<file path="src/rtl/wb_sequencer_if.sv">
// Writeback sequencer bundle: issue handshake, memory status,
// flush/error control and the register-file write port.
interface wb_sequencer_if;
    logic       issue_valid;
    logic [1:0] issue_kind;
    logic [4:0] issue_rd;
    logic       issue_ready;
    logic       mem_ready;
    logic       flush;
    logic       err_clr;
    logic [1:0] write_control;
    logic       reg_write_en;
    logic [4:0] reg_write_addr;
    logic       done;
    logic       busy;
    logic       timeout_err;

    modport master (
        output issue_valid, issue_kind, issue_rd,
        output mem_ready, flush, err_clr,
        input  issue_ready, write_control,
        input  reg_write_en, reg_write_addr,
        input  done, busy, timeout_err
    );

    modport slave (
        input  issue_valid, issue_kind, issue_rd,
        input  mem_ready, flush, err_clr,
        output issue_ready, write_control,
        output reg_write_en, reg_write_addr,
        output done, busy, timeout_err
    );
endinterface

</file>
<file path="src/rtl/wb_sequencer.sv">
// Writeback-stage sequencer: one instruction in flight, drives the
// writeback mux select and register-file write strobe.
module wb_sequencer #(
    parameter int unsigned MEM_TIMEOUT = 16,
    parameter int unsigned CNT_W       = 5,
    parameter logic [4:0]  LINK_REG    = 5'd31,
    parameter bit          ZERO_REG_RO = 1'b1
) (
    input logic           clk,
    input logic           rst,
    wb_sequencer_if.slave bus
);

    typedef enum logic [1:0] {
        IDLE,
        WB,
        MEM_WAIT,
        NOWB
    } state_e;

    localparam logic [CNT_W-1:0] CNT_LAST = CNT_W'(MEM_TIMEOUT - 1);

    state_e           state_q;
    logic [1:0]       wc_q;
    logic [4:0]       addr_q;
    logic [CNT_W-1:0] cnt_q;
    logic             terr_q;

    logic hs;
    logic suppress;
    logic cnt_last;
    logic terr_set;
    logic we;
    logic dn;

    assign hs       = bus.issue_valid & bus.issue_ready & ~bus.flush;
    assign suppress = ZERO_REG_RO && (addr_q == 5'd0);
    assign cnt_last = (cnt_q == CNT_LAST);
    // flush and mem_ready both pre-empt the timeout
    assign terr_set = (state_q == MEM_WAIT) & ~bus.flush
                    & ~bus.mem_ready & cnt_last;

    always_comb begin
        we = 1'b0;
        dn = 1'b0;
        unique case (state_q)
            IDLE: begin
                we = 1'b0;
                dn = 1'b0;
            end
            WB: begin
                we = ~bus.flush & ~suppress;
                dn = 1'b1;
            end
            MEM_WAIT: begin
                we = bus.mem_ready & ~bus.flush & ~suppress;
                dn = bus.flush | bus.mem_ready | cnt_last;
            end
            NOWB: begin
                we = 1'b0;
                dn = 1'b1;
            end
        endcase
    end

    always_ff @(posedge clk or posedge rst) begin
        if (rst) begin
            state_q <= IDLE;
            wc_q    <= 2'b00;
            addr_q  <= 5'd0;
            cnt_q   <= '0;
            terr_q  <= 1'b0;
        end else begin
            if (terr_set) begin
                terr_q <= 1'b1;
            end else if (bus.err_clr) begin
                terr_q <= 1'b0;
            end

            unique case (state_q)
                IDLE: begin
                    if (hs) begin
                        addr_q <= (bus.issue_kind == 2'b10) ?
                                  LINK_REG : bus.issue_rd;
                        unique case (bus.issue_kind)
                            2'b00: begin
                                state_q <= WB;
                                wc_q    <= 2'b00;
                            end
                            2'b01: begin
                                state_q <= MEM_WAIT;
                                wc_q    <= 2'b01;
                                cnt_q   <= '0;
                            end
                            2'b10: begin
                                state_q <= WB;
                                wc_q    <= 2'b10;
                            end
                            2'b11: begin
                                state_q <= NOWB;
                            end
                        endcase
                    end
                end
                WB, NOWB: begin
                    state_q <= IDLE;
                end
                MEM_WAIT: begin
                    if (bus.flush || bus.mem_ready || cnt_last) begin
                        state_q <= IDLE;
                    end else begin
                        cnt_q <= cnt_q + 1'b1;
                    end
                end
            endcase
        end
    end

    assign bus.issue_ready    = (state_q == IDLE) & ~rst;
    assign bus.write_control  = wc_q;
    assign bus.reg_write_en   = we;
    assign bus.reg_write_addr = addr_q;
    assign bus.done           = dn;
    assign bus.busy           = (state_q != IDLE);
    assign bus.timeout_err    = terr_q;

endmodule

</file>
<file path="src/flat_wrapper.sv">
// flat-port wrapper written by rule: the top's interface ports become plain ports
module wb_sequencer_flat 
#(
    parameter int unsigned MEM_TIMEOUT = 16,
    parameter int unsigned CNT_W       = 5,
    parameter logic [4:0]  LINK_REG    = 5'd31,
    parameter bit          ZERO_REG_RO = 1'b1
)
  (clk, rst, bus_issue_valid, bus_issue_kind, bus_issue_rd, bus_mem_ready, bus_flush, bus_err_clr, bus_issue_ready, bus_write_control, bus_reg_write_en, bus_reg_write_addr, bus_done, bus_busy, bus_timeout_err);
  wb_sequencer_if bus_i ();
  input logic clk;
  input logic rst;
  input wire logic [$bits(bus_i.issue_valid)-1:0] bus_issue_valid;
  input wire logic [$bits(bus_i.issue_kind)-1:0] bus_issue_kind;
  input wire logic [$bits(bus_i.issue_rd)-1:0] bus_issue_rd;
  input wire logic [$bits(bus_i.mem_ready)-1:0] bus_mem_ready;
  input wire logic [$bits(bus_i.flush)-1:0] bus_flush;
  input wire logic [$bits(bus_i.err_clr)-1:0] bus_err_clr;
  output wire logic [$bits(bus_i.issue_ready)-1:0] bus_issue_ready;
  output wire logic [$bits(bus_i.write_control)-1:0] bus_write_control;
  output wire logic [$bits(bus_i.reg_write_en)-1:0] bus_reg_write_en;
  output wire logic [$bits(bus_i.reg_write_addr)-1:0] bus_reg_write_addr;
  output wire logic [$bits(bus_i.done)-1:0] bus_done;
  output wire logic [$bits(bus_i.busy)-1:0] bus_busy;
  output wire logic [$bits(bus_i.timeout_err)-1:0] bus_timeout_err;
  assign bus_i.issue_valid = bus_issue_valid;
  assign bus_i.issue_kind = bus_issue_kind;
  assign bus_i.issue_rd = bus_issue_rd;
  assign bus_i.mem_ready = bus_mem_ready;
  assign bus_i.flush = bus_flush;
  assign bus_i.err_clr = bus_err_clr;
  assign bus_issue_ready = bus_i.issue_ready;
  assign bus_write_control = bus_i.write_control;
  assign bus_reg_write_en = bus_i.reg_write_en;
  assign bus_reg_write_addr = bus_i.reg_write_addr;
  assign bus_done = bus_i.done;
  assign bus_busy = bus_i.busy;
  assign bus_timeout_err = bus_i.timeout_err;
  wb_sequencer #(.MEM_TIMEOUT(MEM_TIMEOUT), .CNT_W(CNT_W), .LINK_REG(LINK_REG), .ZERO_REG_RO(ZERO_REG_RO)) u_core (.clk(clk), .rst(rst), .bus(bus_i));
endmodule
</file>
<file path="config.mk">
export PLATFORM = sky130hd
export DESIGN_NAME = wb_sequencer_flat
export DESIGN_NICKNAME = d
export VERILOG_FILES = /design/src/rtl/wb_sequencer_if.sv /design/src/rtl/wb_sequencer.sv /design/src/flat_wrapper.sv
export SDC_FILE = /design/constraint.sdc
export NUM_CORES = 1
export LEC_CHECK = 0
export BUFFER_PORTS_ARGS = -buffer_cell sky130_fd_sc_hd__buf_2
export CORE_MARGIN = 2
export CORE_UTILIZATION = 53
export DETAILED_ROUTE_END_ITERATION = 10
export PLACE_DENSITY_LB_ADDON = 0.25
export SLEW_MARGIN = 5
export SYNTH_ARGS = -nofsm -noshare
export SYNTH_HDL_FRONTEND = slang
export SYNTH_SLANG_ARGS = --single-unit
</file>
<file path="constraint.sdc">
create_clock -name clk -period 3.08 [get_ports clk]
set_input_delay 0.154 -clock clk [delete_from_list [all_inputs] [get_ports clk]]
set_output_delay 0.154 -clock clk [all_outputs]
set_load 0.01 [all_outputs]
</file>
* Word level (Yosys, flattened, before mapping) *
Index checks and enable logic that the tools add are counted.

cells by class
  add/sub/neg operators = 1
  equal/unequal tests = 11
  multiplexer cells = 14
  bitwise logic cells = 15
  reductions and logical operators = 16

operator list
  kind                   number
  $mux W5                4
  $pmux W2 S3            3
  $pmux W5 S2            1
  $and A1 B1 Y1          9
  $eq A2 B2 Y1 const B   4
  $ne A2 B2 Y1 const B   3
  $pmux W1 S3            2
  $reduce_bool A2 Y1     3
  $reduce_or A2 Y1       3
  $add A5 B1 Y5 const B  1
  $eq A5 B4 Y1 const B   1
  $logic_not A5 Y1       1
  $eq A2 B1 Y1 const B   2
  $logic_not A2 Y1       2
  $mux W2                2
  $not A1 Y1             4
  $reduce_and A2 Y1      2
  $reduce_and A4 Y1      1
  $reduce_and A3 Y1      1
  $reduce_bool A3 Y1     1
  $logic_or A1 B1 Y1     2
  $mux W1                2
  $ne A2 B1 Y1 const B   1
  $or A1 B1 Y1           2

storage, ports and cells
  register bits = 15
  logic and storage cells = 62

* Longest topological paths before layout *
Gate-level depths: netlist of run 1.

  depth after elaboration = 6
  mapped depth = 7
  gate-level depth less buffers = 7

* Least setup slack after synthesis of run 1 *
Ideal clock, no wire load.

  kind = reg-to-reg
  start point = reg u_core.cnt_q[0]
  end point = reg u_core.cnt_q[1]
  arrival time = 1.689 ns
  slack = 1.270 ns
  cell stages (with the launch flop) = 7
  buffers on the path = 0
  clock period less this slack = 1.810 ns
  cell sequence = dfrtp_1 ha_1 and3_1 ha_1 o31ai_1 nand2_1 a32o_2

on the way
  longest elaborated chain between the ends = 4
  elaborated cells between the ends (all ways) = 7
  classes of those cells = 1 x add/sub; 2 x eq/ne; 2 x mux; 2 x reduce/logical

RTL lines
  element                                                RTL line             text
  from (decl)                                            wb_sequencer.sv:26   logic [CNT_W-1:0] cnt_q;
  from (signal assigned)                                 wb_sequencer.sv:112  cnt_q <= cnt_q + 1'b1;
  branches (longest 4 deep; another with $add A5 B1 Y5)  -

Parallel ways; which one is timed is not known. The select of a mux whose other input is x is not followed.
A chain may end at the register's enable or synchronous reset.

* Worst setup path in the final report of run 1 *
  start point = reg u_core.cnt_q[0]
  end point = out bus_done

on the way
  longest elaborated chain between the ends = 3

RTL lines
  element       RTL line            text
  $eq A5 B4 Y1  wb_sequencer.sv:38  assign cnt_last = (cnt_q == CNT_LAST);
  $or A1 B1 Y1  wb_sequencer.sv:57  dn = bus.flush | bus.mem_ready | cnt_last;
  $pmux W1 S3   wb_sequencer.sv:46  unique case (state_q)
  to (decl)     flat_wrapper.sv:23  output wire logic [$bits(bus_i.done)-1:0] bus_done;

No other way between the ends.

==> flow_summary.ini, run 1 <==
[global_route]
grt_max_degree = 16
grt_pass1_wl_um = 2920
antenna_found_initial = 0
grt_pass1_vias = 678
groute.usage.overall_pct = 20.3
grt-ovfl-total = 0

[timing]
min_period_ns = 2.24
final_hold_viol_count = 0
setup_tns_ns = 0
slew_headroom_pct = 61.6
rsz0062_at_grt = false
fmaxAchievable_mhz = 447
finalClockSkew_ns = 0.00435
tightest_slew_ns = 0.575
min_period_over_period_pct = 72.7
final-max-slew-violation-count = 0
setup_violations = 0

[synthesis]
ys.flop_type = dfrtp_1
synth_top_cell_by_area = dfrtp_1
ys_types = 28
ys_ff_latch = 15
synthArstFlopShare_pct = 100
yosys_warnings = 0
synthTopCellsByArea = dfrtp_1 44%, ha_1 10%, nand2_1 6.6%
synth_edf_count = 0
syn-num-nets = 111
synth_area_um2 = 851
synthTopCellsByCount = 15 x dfrtp_1, 15 x nand2_1, 10 x inv_1, 8 x o21ai_0, 7 x ha_1
syn_inst = 91
yosysSeqAreaShare_pct = 44.1
post-synth-top-area-fraction_pct = 44.1
synth.avg_cell_area_um2 = 9.35

[drt]
viasPerCell = 5.66
drt-pass1-iter-count = 4
drtIter0Drc = 17
ant_nets = 0
drc = 0
via_count = 759
wire_per_inst_um = 13.0
finalWirelength_um = 1740

[worst_setup_path]
required_ns = 2.93
cp.arrival_ns = 2.08
cp_common_cell = ha_1
path_buf_inv = 1
cp-start-kind = register
cp-end-kind = output pin
cp_top_family = compound AO/OA/AOI/OAI gates
cp_cell_sequence = ha_1, and3_1, ha_1, o31ai_1, a21oi_1, buf_2
critPathMaxStageDelay_ns = 0.43
slowest_stage = dfrtp_1
crit_type = register to output pin
path_max_fanout = 4

[floorplan]
die_area_um2 = 1940
die_y_um = 44.1
core-area_um2 = 1510
start_util_pct = 56.5
core.rowCount = 14
die_width_um = 44.1
pin_count = 25

[power_and_ir_drop]
seqPwrFrac_pct = 40.3
power_switching_w = 0.000327
p_leak_nw = 0.549
powerDensity_nw_per_um2 = 779
switching_share_pct = 41.4
clkPwrFrac_pct = 14.2
intPower_w = 0.000463
vdd_drop_max_uv = 498
combPwrFrac_pct = 45.5

[run]
drv_cap = 0

[hold_path]
hp-class = primary input to register

[layout]
nets = 139
drive_gt1_share_pct = 28.0
diodes = 0
fin_util_pct = 67.3
syn_to_final_growth_pct = 19.1

[clocking]
clk_latency_ns = 0.28
cts_tree = yes
cts_max_level = 1
cts_root_buffer = clkbuf_4
post_cts_resized = 0
path_clk_slew_ns = 0.09
clockBufferDepth = 2
numCtsBuffers = 3
cts.sinks = 15

[outcome]
status = complete, no violations

[place]
io_buffer_count = 24
detailed_place_hpwl_um = 1410
place_congestion = 0.901
logic make-up (layout without fill, tap and decap cells):
group,after synthesis,count (layout),share of synthesized area [%]
AO/OA/AOI/OAI,24,24,19.4
adder cells (fa/ha/maj),7,7,10.3
buffers and inverters,12,39,6.18
flip-flops,15,15,44.1
multiplexers,2,2,2.35
AND/OR/NAND/NOR,31,31,17.6
metal layers:
layer | part of all wire (%) | vias to the layer above | track usage, %
met4 | 0.98 | 0 | 7.27
met3 | 5.1 | 2 | 2.45
met2 | 50 | 20 | 35.3
li1 | - | 373 | -
met5 | 0 | - | 0
met1 | 44 | 364 | 26.1
timing repair:
| item | in CTS | in global routing |
|---|---|---|
| endpoints found under the hold margin | 15 | 0 |
| setup buffers | 0 | 0 |
| hold buffers | 1 | 0 |
worst paths after layout:
check                                     start                endpoint  slack, ns  depth (start not counted)
worst min register to register  u_core.cnt_q[3]         u_core.cnt_q[3]       0.49                          1
worst min-delay path                bus_err_clr  u_core.bus.timeout_err       0.05                          2
max in group asynchronous                   rst  u_core.bus.timeout_err       2.21                          3
worst max-delay path            u_core.cnt_q[0]                bus_done       0.84                          6
min in group asynchronous                   rst         u_core.cnt_q[1]       0.49                          3
worst max register to register  u_core.cnt_q[0]         u_core.cnt_q[1]       1.04                          6
state kept, by name, indices dropped and copies added (netlist names):
name,flops
u_core.bus.reg_write_addr,5
u_core.cnt_q,5
u_core.bus.write_control,2
u_core.state_q,2
u_core.bus.timeout_err,1
cell usage in the layout, fill, tap and decap left out:
cell           instances
nand4bb_1              1
a32o_2                 1
clkinv_2               1
dfrtp_1               15
nand2_1               15
o31ai_2                1
and3_1                 1
nand3b_1               1
o31ai_1                2
mux2i_1                2
o22ai_2                1
a2bb2oi_1              1
o21ai_1                2
inv_1                 10
a21oi_1                5
nand2b_1               1
o32ai_1                1
nand3_1                1
and2b_1                1
dlygate4sd3_1          1
and3b_2                1
o41a_2                 1
ha_1                   7
nor3_1                 2
or2b_1                 1
clkbuf_4               3
o21ai_0                8
buf_2                 24
nor2_1                 6
o2bb2ai_1              1
power by group through the flow:
| stage | Combinational, W | Clock (W) | Sequential [W] |
|---|---|---|---|
| after floorplan | 0.000216 | 0 | 0.000335 |
| after global placement | 0.000348 | 0 | 0.000316 |
| after detailed placement | 0.000362 | 0 | 0.000320 |
| after CTS | 0.000363 | 0.000115 | 0.000317 |
| after global routing | 0.000406 | 0.000121 | 0.000327 |
| final | 0.000359 | 0.000112 | 0.000318 |
area by class of cell:
| cell class | count | area [µm²] |
|---|---|---|
| fillers | 129 | 493 |
| multi-input cells | 64 | 423 |
| flip-flops and latches | 15 | 375 |
| repair buffers | 25 | 130 |
| inverters | 10 | 37.5 |
| clock buffers | 3 | 22.5 |
| well taps | 16 | 20.0 |
| clock inverters | 1 | 5.00 |
metrics by stage:
step	power [W]	hold WS [ns]	cells	setup WS [ns]	cell area, µm²
after floorplan	0.000551	0.0555	91	1.27	851
after global placement	0.000664	0.251	129	1.17	976
after detailed placement	0.000682	0.260	129	1.07	976
after CTS	0.000795	0.0510	134	0.843	1010
after global routing	0.000855	0.0692	134	0.673	1010
final	0.000789	0.0531	134	0.841	1010
Note: power is estimated with default switching activity, not from simulation.
==> inputs of run 2 (changes only) <==
CORE_UTILIZATION = 45   (was 53)
clock period = 1.9 ns   (was 3.08 ns; I/O delays follow)
==> run 2 against run 1 <==
Largest cell class unchanged. Worst hold slack lost 0.013 ns. Sequential power rose by 61%. Combinational power increased by 80%. Sequential cell count unchanged. Highest routed layer unchanged. Sequential share of layout area fell by 3.9 points. Die area rose by 16%. Register-to-register slack worse by 0.96 ns. Global-route usage shrank 1.4 points. Routed wire length increased by 10%. Critical path type unchanged. Core utilization is 2.3 points lower.
==> flow_summary.ini, run 2 (same netlist as run 1, synthesis figures left out) <==
[clocking]
path_clk_slew_ns = 0.08
cts.sinks = 15
clk_latency_ns = 0.28
cts_root_buffer = clkbuf_4
clockBufferDepth = 2
cts_tree = yes
numCtsBuffers = 3
cts_max_level = 1

[power_and_ir_drop]
powerDensity_nw_per_um2 = 1180
p_leak_nw = 0.581
vdd_drop_max_uv = 725

[layout]
drive_gt1_share_pct = 36.0
syn_to_final_growth_pct = 33.2
layout_commonest_cell = buf_2
finalNonFillerCells = 150
nFillCells = 146
layout_common_cells = 24 x buf_2, 15 x nand2_1, 15 x dfrtp_1, 10 x inv_1, 7 x o21ai_0
diodes = 0
nets = 146

[timing]
finalClockSkew_ns = 0.00106
rsz0062_at_grt = true
setup_violations = 0
min_period_over_period_pct = 96.4
slew_headroom_pct = 62.2
final_hold_viol_count = 0
setup_ws_ns = 0.0693
fmaxAchievable_mhz = 546
min_period_ns = 1.83
final-max-slew-violation-count = 0
holdWs_ns = 0.0406
tightest_slew_ns = 0.566

[global_route]
grt_max_degree = 16
grt-ovfl-total = 0
grt_pass1_wl_um = 2930
antenna_found_initial = 0
grt_pass1_vias = 695
groute.usage.overall_pct = 18.9

[floorplan]
die_width_um = 47.5
core.rowCount = 15
die_y_um = 47.5
pin_count = 25
die_area_um2 = 2250
start_util_pct = 48.7
core-area_um2 = 1750

[drt]
finalWirelength_um = 1920
drtIter0Drc = 18
viasPerCell = 5.13
via_count = 770
drc = 0
ant_nets = 0
wire_per_inst_um = 12.8
drt-pass1-iter-count = 4

[worst_setup_path]
crit_end = bus_done
worst_r2r_path_depth = 8
startpoint = u_core.cnt_q[0]
required_ns = 1.80
crit_type = register to output pin
cp-end-kind = output pin
cp-start-kind = register
r2r_end = u_core.cnt_q[1]
r2r-start = u_core.cnt_q[0]
rrSetupSlack_ns = 0.08
cp.arrival_ns = 1.74
path_max_fanout = 4

[run]
drv_cap = 0

[place]
dp_cells = 140
detailed_place_hpwl_um = 1370
place_congestion = 0.805
io_buffer_count = 24
place_ws_ns = 0.0583

[hold_path]
hp-class = primary input to register

[outcome]
status = complete, no violations
run 2: changes by cell type in the layout (fill, tap and decap cells not counted), sizes merged:
cell,previous run,this run
clkbuf,3,4
buf,24,30
clkinv,1,0
dlygate4sd3,1,2
run 2: cell type report:
class | instances | area [µm²] | area share, %
multi-input cells | 64 | 478 | 42.2
flip-flops and latches | 15 | 375 | 33.1
repair buffers | 32 | 185 | 16.3
inverters | 10 | 37.5 | 3.31
well taps | 25 | 31.3 | 2.76
clock buffers | 4 | 26.3 | 2.32
run 2: power breakdown:
part | leakage [nW] | internal [W] | switching (W) | total (W)
combinational | 0.372 | 0.000279 | 0.000366 | 0.000646
sequential | 0.194 | 0.000429 | 0.0000821 | 0.000512
clock | 0.0150 | 0.0000816 | 0.0000962 | 0.000178
run 2: worst min path at each step:
stage,start,endpoint,slack [ns],depth (start not counted)
after CTS,bus_issue_rd[1],u_core.bus.reg_write_addr[1],0.03,3
after floorplan,rst,u_core.bus.reg_write_addr[0],-0.004,1
after global routing,bus_issue_rd[1],u_core.bus.reg_write_addr[1],0.04,3
after global placement,rst,u_core.bus.reg_write_addr[4],0.20,2
final,bus_issue_rd[1],u_core.bus.reg_write_addr[1],0.04,3
after detailed placement,rst,u_core.bus.reg_write_addr[4],0.20,2
run 2: metal layers:
layer | GRT usage (%) | part of all wire, %
met1 | 23.0 | 44
met2 | 31.1 | 50
met3 | 7.92 | 4.7
met4 | 4.44 | 0.52
met5 | 0 | 0
run 2: critical path, cell delays in order (launching register included):
cell     delay (ns)
dfrtp_1        0.41
ha_2           0.20
and3_4         0.18
ha_4           0.16
o31ai_4        0.17
buf_4          0.15
a21oi_2        0.05
buf_2          0.14
run 2: what timing repair did:
action / 4_1_cts / 5_1_grt
hold buffers: 2 / 0
resized for setup: 5 / 6
endpoints found under the hold margin: 16 / 0
pin swaps: 3 / 4
buffers inserted: 4 / 0
endpoints found under the setup margin: 1 / 8
run 2: through the flow:
stage	power [W]	area, µm²	util (%)	TNS (ns)
final	0.00133	1130	64.9	0
after floorplan	0.000893	851	-	0
after detailed placement	0.00111	1000	57.4	0
after CTS	0.00132	1100	63.2	0
after global routing	0.00146	1130	64.9	-0.0473
after global placement	0.00110	1000	57.4	0
==> inputs of run 3 (changes only) <==
--- a/constraint.sdc
+++ b/constraint.sdc
@@ -3,2 +3,2 @@
 set_output_delay 0.095 -clock clk [all_outputs]
-set_load 0.01 [all_outputs]
+set_load 0.1 [all_outputs]
==> run 3 against run 2 <==
Register-to-register slack about the same. Sequential share of layout area decreased by 1.4 points. Via count increased by 4.5%. Core utilization increased by 2.8 points. Design area increased by 4.3%. Routed wire length about the same. Non-clock buffer count increased by 3.
==> flow_summary.ini, run 3 (same netlist as run 1, synthesis figures left out) <==
[worst_setup_path]
cp-start-kind = register
slowest_stage = dfrtp_1
cp_top_family = flip-flops
required_ns = 1.80
r2r_end = u_core.cnt_q[0]
rrSetupSlack_ns = 0.07
path_max_fanout = 2
critPathMaxStageDelay_ns = 0.41
path_buf_inv = 2
cp-end-kind = output pin
worst_r2r_path_depth = 9
cp.arrival_ns = 1.79
r2r-start = u_core.cnt_q[0]
cp_cell_sequence = ha_2, and3_4, ha_4, o31ai_2, buf_4, a21oi_4, buf_12
crit_type = register to output pin

[place]
dp_cells = 141
detailed_place_hpwl_um = 1430
place_congestion = 0.922
io_buffer_count = 24
place_area_um2 = 1040

[timing]
min_period_ns = 1.88
finalClockSkew_ns = 0.00592
slew_headroom_pct = 62.6
fmaxAchievable_mhz = 531
final_hold_viol_count = 0
final-max-slew-violation-count = 0
setup_violations = 0
rsz0062_at_grt = true
min_period_over_period_pct = 99.1
tightest_slew_ns = 0.560

[hold_path]
hp-class = primary input to register
min_path_cells = 3
hold_path_end = u_core.bus.reg_write_addr[1]
hp-start = bus_issue_rd[1]

[global_route]
antenna_found_initial = 0
grt-ovfl-total = 0
groute.usage.overall_pct = 19.8
grt_max_degree = 16
grt_pass1_wl_um = 3160
grt_pass1_vias = 815

[drt]
drtIter0Drc = 15
drt-pass1-iter-count = 4
ant_nets = 0
via_count = 805
drc = 0
viasPerCell = 5.26
wire_per_inst_um = 12.5
finalWirelength_um = 1920

[layout]
finish.instance_area_um2 = 1180
fin_util_pct = 67.7
layout_commonest_cell = buf_2
nFillCells = 161
syn_to_final_growth_pct = 39.0
nets = 149
drive_gt1_share_pct = 39.8
diodes = 0
finalNonFillerCells = 153
layout_common_cells = 22 x buf_2, 15 x nand2_1, 15 x dfrtp_1, 10 x inv_1, 9 x buf_4

[floorplan]
core-area_um2 = 1750
die_area_um2 = 2250
start_util_pct = 48.7
pin_count = 25
core.rowCount = 15
die_y_um = 47.5
die_width_um = 47.5

[clocking]
clk_latency_ns = 0.28
cts.sinks = 15
clockBufferDepth = 2
cts_root_buffer = clkbuf_4
path_clk_slew_ns = 0.10
cts_tree = yes
numCtsBuffers = 3
cts_max_level = 1

[outcome]
status = complete, no violations

[run]
drv_cap = 0
[run 3: cell type report]
type	instances	area [µm²]	area share, %
Timing Repair Buffer	35	238	20.1
Clock inverter	1	5.00	0.423
Sequential cell	15	375	31.7
Inverter	10	37.5	3.17
Multi-Input combinational cell	64	473	40.0
Clock buffer	3	22.5	1.90
Tap cell	25	31.3	2.65
[run 3: stage by stage]
| step | TNS (ns) | worst slack [ns] | hold slack [ns] |
|---|---|---|---|
| 6_report | 0 | 0.0162 | 0.0376 |
| 5_1_grt | -0.106 | -0.0525 | 0.0486 |
| 4_1_cts | -0.0276 | -0.0276 | 0.0385 |
| 3_5_place_dp | 0 | 0.0267 | 0.197 |
| 3_3_place_gp | 0 | 0.0570 | 0.197 |
| 2_1_floorplan | -0.312 | -0.191 | -0.00352 |
[run 3: per-layer routing]
layer / vias to the layer above / routed length (µm) / global-route usage, %
met1: 385 / 823 / 24.9
met4: 0 / 34 / 8.89
met2: 27 / 975 / 33.0
met3: 6 / 86 / 3.77
met5: - / 0 / 0
li1: 387 / - / -
[run 3: timing repair]
action                                  4_1_cts  5_1_grt
endpoints found under the setup margin        1        8
setup buffers                                 5        1
pin swaps                                     3        3
gates resized for setup                       9        3
hold buffers                                  2        0
endpoints found under the hold margin        16        0
cloned                                        0        0
[run 3: worst max path at each step]
stage	startpoint	to	cells after the start
2_1_floorplan	u_core.bus.reg_write_addr[2]	bus_reg_write_en	2
3_3_place_gp	u_core.cnt_q[0]	u_core.cnt_q[3]	6
3_5_place_dp	u_core.cnt_q[0]	u_core.cnt_q[1]	7
4_1_cts	u_core.cnt_q[1]	bus_done	7
5_1_grt	u_core.cnt_q[0]	u_core.cnt_q[3]	7
6_report	u_core.cnt_q[0]	bus_done	7
[run 3: worst register-to-register path, cell delays in order (launching register included)]
cell and delay, ns:
dfrtp_1 0.41, ha_2 0.20, and3_4 0.18, ha_4 0.15, o31ai_2 0.17, buf_4 0.16
buf_4 0.11, inv_1 0.03, o21ai_0 0.17, o21ai_0 0.12
Power of run 3 is not shown: default switching activity piles up to over one toggle a cycle in this logic, so the estimate is an artifact.
